**src/rtl/toggle_pulse_decoder.sv**
```systemverilog
// toggle_pulse_decoder: recovers one pulse per toggle of an async toggle-encoded line
// Ports:
//   clk, rst       clock; asynchronous active-high reset
//   tog_in         toggle-encoded event line (async to clk)
//   en             decode enable
//   clr_cnt        synchronous clear of evt_cnt and overrun
//   pulse_out      one-cycle pulse per accepted event
//   level_out      last accepted/tracked synchronised level
//   evt_cnt        accepted-event count, wraps silently
//   overrun        sticky: toggle seen while holding off after an event
//   state_o        FSM state (DISABLED=0, ARMED=1, HOLD=2)
module toggle_pulse_decoder #(
  parameter int SYNC_STAGES = 2,
  parameter int MIN_GAP     = 2,
  parameter int CNT_W       = 8
) (
  input  logic             clk,
  input  logic             rst,
  input  logic             tog_in,
  input  logic             en,
  input  logic             clr_cnt,
  output logic             pulse_out,
  output logic             level_out,
  output logic [CNT_W-1:0] evt_cnt,
  output logic             overrun,
  output logic [1:0]       state_o
);
  typedef enum logic [1:0] {DISABLED = 2'd0, ARMED = 2'd1, HOLD = 2'd2} state_t;
  localparam int GW = $clog2(MIN_GAP + 1);
  state_t state_q, state_d;
  logic [SYNC_STAGES-1:0] sync_q, sync_d;
  logic sync_prev_q, ref_q, ref_d, pulse_q, pulse_d, ovr_q, ovr_d;
  logic [GW-1:0] gap_q, gap_d;
  logic [CNT_W-1:0] cnt_q, cnt_d;
  logic sync_out, edge_det, acc, ovr_det;
  assign sync_out = sync_q[SYNC_STAGES-1];
  assign edge_det = sync_out ^ ref_q;
  assign sync_d = {sync_q[SYNC_STAGES-2:0], tog_in};
  always_comb begin
    state_d = state_q;
    ref_d = ref_q;
    gap_d = gap_q;
    acc = 1'b0;
    ovr_det = 1'b0;
    case (state_q)
      ARMED: begin
        acc = en & edge_det;
        ref_d = acc ? sync_out : ref_q;
        gap_d = acc ? GW'(MIN_GAP) : gap_q;
        state_d = !en ? DISABLED : (acc ? HOLD : ARMED);
      end
      HOLD: begin
        // Any movement of the synchronised line while holding off is an overrun;
        // the reference stays frozen so ARMED later sees only the net change.
        ovr_det = sync_out ^ sync_prev_q;
        gap_d = en ? gap_q - GW'(1) : '0;
        state_d = !en ? DISABLED : (gap_q == GW'(1) ? ARMED : HOLD);
      end
      default: begin
        // Track the line while disabled so enabling never fabricates an event.
        ref_d = sync_out;
        gap_d = '0;
        state_d = en ? ARMED : DISABLED;
      end
    endcase
    pulse_d = acc;
    cnt_d = (clr_cnt ? '0 : cnt_q) + CNT_W'(acc);
    ovr_d = (clr_cnt ? 1'b0 : ovr_q) | ovr_det;
  end
  always_ff @(posedge clk or posedge rst) begin
    if (rst) begin
      state_q <= DISABLED;
      sync_q <= '0;
      sync_prev_q <= 1'b0;
      ref_q <= 1'b0;
      gap_q <= '0;
      pulse_q <= 1'b0;
      cnt_q <= '0;
      ovr_q <= 1'b0;
    end else begin
      state_q <= state_d;
      sync_q <= sync_d;
      sync_prev_q <= sync_out;
      ref_q <= ref_d;
      gap_q <= gap_d;
      pulse_q <= pulse_d;
      cnt_q <= cnt_d;
      ovr_q <= ovr_d;
    end
  end
  assign pulse_out = pulse_q;
  assign level_out = ref_q;
  assign evt_cnt = cnt_q;
  assign overrun = ovr_q;
  assign state_o = state_q;
endmodule

```
**config.mk**
```make
export PLATFORM = sky130hd
export DESIGN_NAME = toggle_pulse_decoder
export DESIGN_NICKNAME = d
export VERILOG_FILES = /design/src/rtl/toggle_pulse_decoder.sv
export SDC_FILE = /design/constraint.sdc
export NUM_CORES = 1
export LEC_CHECK = 0
export ABC_CLOCK_PERIOD_IN_PS = 2300
export BUFFER_PORTS_ARGS = -buffer_cell sky130_fd_sc_hd__buf_2
export CORE_UTILIZATION = 47
export CTS_CLUSTER_SIZE = 20
export DETAILED_ROUTE_END_ITERATION = 6
export PLACE_DENSITY = 0.82
export SKIP_CTS_REPAIR_TIMING = 1
export SLEW_MARGIN = 10
export SYNTH_ARGS = -nofsm -noshare
export SYNTH_HDL_FRONTEND = slang
export SYNTH_SLANG_ARGS = --single-unit
```
**constraint.sdc**
```tcl
create_clock -name clk -period 2.3 [get_ports clk]
set_input_delay 0.575 -clock clk [delete_from_list [all_inputs] [get_ports clk]]
set_output_delay 0.575 -clock clk [all_outputs]
set_load 0.005 [all_outputs]
```
==> impl_metrics.toml <==
[synth]
synthXorXnorAreaFrac_pct = 6.43
synth_top_family_by_area = "simple AND/OR/NAND/NOR gates"
yosysTopAreaCellShare_pct = 55.1
synth_area_leaders = "dfrtp_1, ha_1, a21oi_1"
async_flop_share_pct = 100
syn_area_per_cell_um2 = 10.8
ys_types = 23
post-synth-top-area-cell = "dfrtp_1"
synth-simple-area-share_pct = 14.1
synth.mux.area_fraction_pct = 1.38
yosys_warnings = 0
yosys-top-cells-count = "dfrtp_1, inv_1, a21oi_1"
yosysSeqAreaShare_pct = 55.1
ys_ff_latch = 18
synthesis.nets = 86
yosysMostFrequentCell = "dfrtp_1"
synth_fa_ha_area_share_pct = 7.66
synth-main-ff-cell = "dfrtp_1"
synth_edf_count = 0
synthCells = 76
netlist_area_um2 = 817
synth-compound-area-share_pct = 10.7

[floorplan]
dieHeight_um = 43.7
die-area_mm2 = 0.00191
io_pins = 18
initial_core_util_pct = 52.4
die_w_um = 43.7
rows = 14
coreArea_mm2 = 0.00156

[detailed_routing]
via_per_inst = 5.15
wl_met3_um = 56
firstDrtPassIters = 6
first_iter_violations = 8
postRouteAntennaNets = 0
wirelength_mm = 1.38
avgRoutedWirePerCell_um = 12.4
top_layer_used = "met4"
drc_errors = 1
met1_length_um = 676
vias = 577
wl_met2_um = 620

[worst_setup_path]
regToRegSetupSlack_ps = 260
criticalPathCategory = "reg -> reg"
crit_path_cell_trace = "xor2_1 > nand2_1 > nor2_1 > ha_1 > nand3_1 > or3_1 > a21oi_1"
critPathMaxFanout = 5
end_kind = "register"
worstPathArrival_ps = 2260
slowest_delay_ps = 430
critPathRequiredTime_ps = 2530
slowest_stage = "dfrtp_1"
cp-start-kind = "register"

[timing]
hold_slack_ps = 345
max_freq_mhz = 491
hold_viol_final = 0
fin_setup_tns_ps = 0
period_minus_slack_ps = 2040
timing.final.crit_share_pct = 88.6
report.final.slew_viol_count = 0
rsz0062_at_grt = "false"
slew_headroom_pct = 57.1
worst_clock_skew_ps = 4.85
setup_viol = 0
worstMarginPinSlew_ps = 643

[placement]
dp.cells = 108
dpl.hpwl_mm = 1.03
port_buffers = 17
globalplace.congestion = 0.750

[run_status]
status = "complete, but fails checks"
violations = "DRC"

[pwr]
ir_worst_vdd_uv = 334
p_leak_nw = 0.500
intPower_uw = 462
combPwrFrac_pct = 12.6
power_density_mw_per_mm2 = 640
p_switching_uw = 149
p_total_uw = 611
p_seq_share_pct = 55.9
p_clk_share_pct = 31.5
swShare_pct = 24.3

[layout]
drive_gt1_share_pct = 26.0
fin_util_pct = 61.2
area.growth.synth_to_final_pct = 16.8
n_antenna_cell = 0
final_cells = 112
fin_nets = 107
fill_cells = 124

[grt]
track_usage_pct = 18.1
grt_antenna_before_repair = 0
grt_overflow_total = 0
grt_start_max_net_pins = 19
grt_pass1_vias = 532
grt_pass1_wl_mm = 2.36

[worst_hold_path]
hold_class = "in -> async"

[clock_tree]
htreeDepth = 1
cts_tree = "built"
clk_pin_slew_ps = 100
clockBufferDepth = 2
root_buffer = "clkbuf_4"
clock_sinks = 18
cts_inserted_buffers = 3
worstSkewPairLatency_ps = 300

[job]
cap_viol_max_count = 0
## area by class of cell
cell class	instances	area [µm²]	area share [%]
Sequential cell	18	450	47.2
Multi-Input combinational cell	48	329	34.5
Tap cell	16	20.0	2.10
Timing Repair Buffer	17	85.1	8.91
Inverter	9	33.8	3.54
Clock buffer	4	36.3	3.80
## worst paths after layout
path,startpoint,to,cells past startpoint
worst max-delay path,sync_q[1]$_DFF_PP0_,evt_cnt[7]$_DFF_PP0_,7
worst min-delay path,rst,evt_cnt[0]$_DFF_PP0_,2
worst max register to register,sync_q[1]$_DFF_PP0_,evt_cnt[7]$_DFF_PP0_,7
worst min register to register,sync_q[0]$_DFF_PP0_,sync_q[1]$_DFF_PP0_,0
max in group asynchronous,rst,state_o[1]$_DFF_PP0_,2
min in group clk,sync_q[0]$_DFF_PP0_,sync_q[1]$_DFF_PP0_,0
## per-stage QoR
stage | cell area, µm² | worst slack (ps)
finish | 955 | 262
global route | 955 | 76.8
CTS | 955 | 279
detailed placement | 918 | 306
global placement | 918 | 369
floorplan | 817 | 483
## routing by layer
layer  up-vias  GRT usage [%]
met2        14           24.2
met1       264           24.3
met3         4           6.25
met5         -              0
met4         0           13.1
li1        295              -
## power by group through the flow
stage          Sequential, mW  Combinational [mW]  Clock (mW)
2_1_floorplan           0.348              0.0509           0
3_3_place_gp            0.347              0.0756           0
3_5_place_dp            0.348              0.0767           0
4_1_cts                 0.341              0.0774       0.205
5_1_grt                 0.343              0.0883       0.215
6_report                0.341              0.0770       0.192
## placed cells by master, fill, tap and decap left out
cell type and n:
nand2_1 4, inv_1 9, dfrtp_1 18, a31o_2 1
buf_2 17, a32o_1 1, nand4_1 1, nand3b_1 1
nand3_1 1, nor3_1 1, nor2b_1 2, xor2_1 4
clkbuf_4 3, or3_1 3, mux2_2 1, o21ai_0 4
clkbuf_8 1, ha_1 5, or2_2 1, nor2_1 5
o32ai_1 1, nand4_2 1, a21oi_1 8, xnor2_1 2
or2b_1 1
## critical path: cells and delay by family (launching register included)
kind / cells / cell delay (ps)
AO/OA/AOI/OAI: 1 / 160
XOR/XNOR: 1 / 320
flip-flops: 1 / 430
adder cells (fa/ha/maj): 1 / 220
AND/OR/NAND/NOR: 4 / 840
## state kept, by name, summed over array words and instances (netlist names)
| signal | flops |
|---|---|
| evt_cnt | 8 |
| gap_q | 2 |
| level_out | 1 |
| overrun | 1 |
| pulse_out | 1 |
| state_o | 2 |
| sync_prev_q | 1 |
| sync_q | 2 |
## kinds of logic (layout without fill, tap and decap cells)
kind of cell / after synthesis / in the layout
and+or+nand+nor: 21 / 21
DFF: 18 / 18
AOI/OAI and AO/OA: 15 / 15
buffers and inverters: 10 / 30
xor gates and xnor gates: 6 / 6
adders and majority gates: 5 / 5
muxes: 1 / 1
Power figures use the tool's default switching activity.
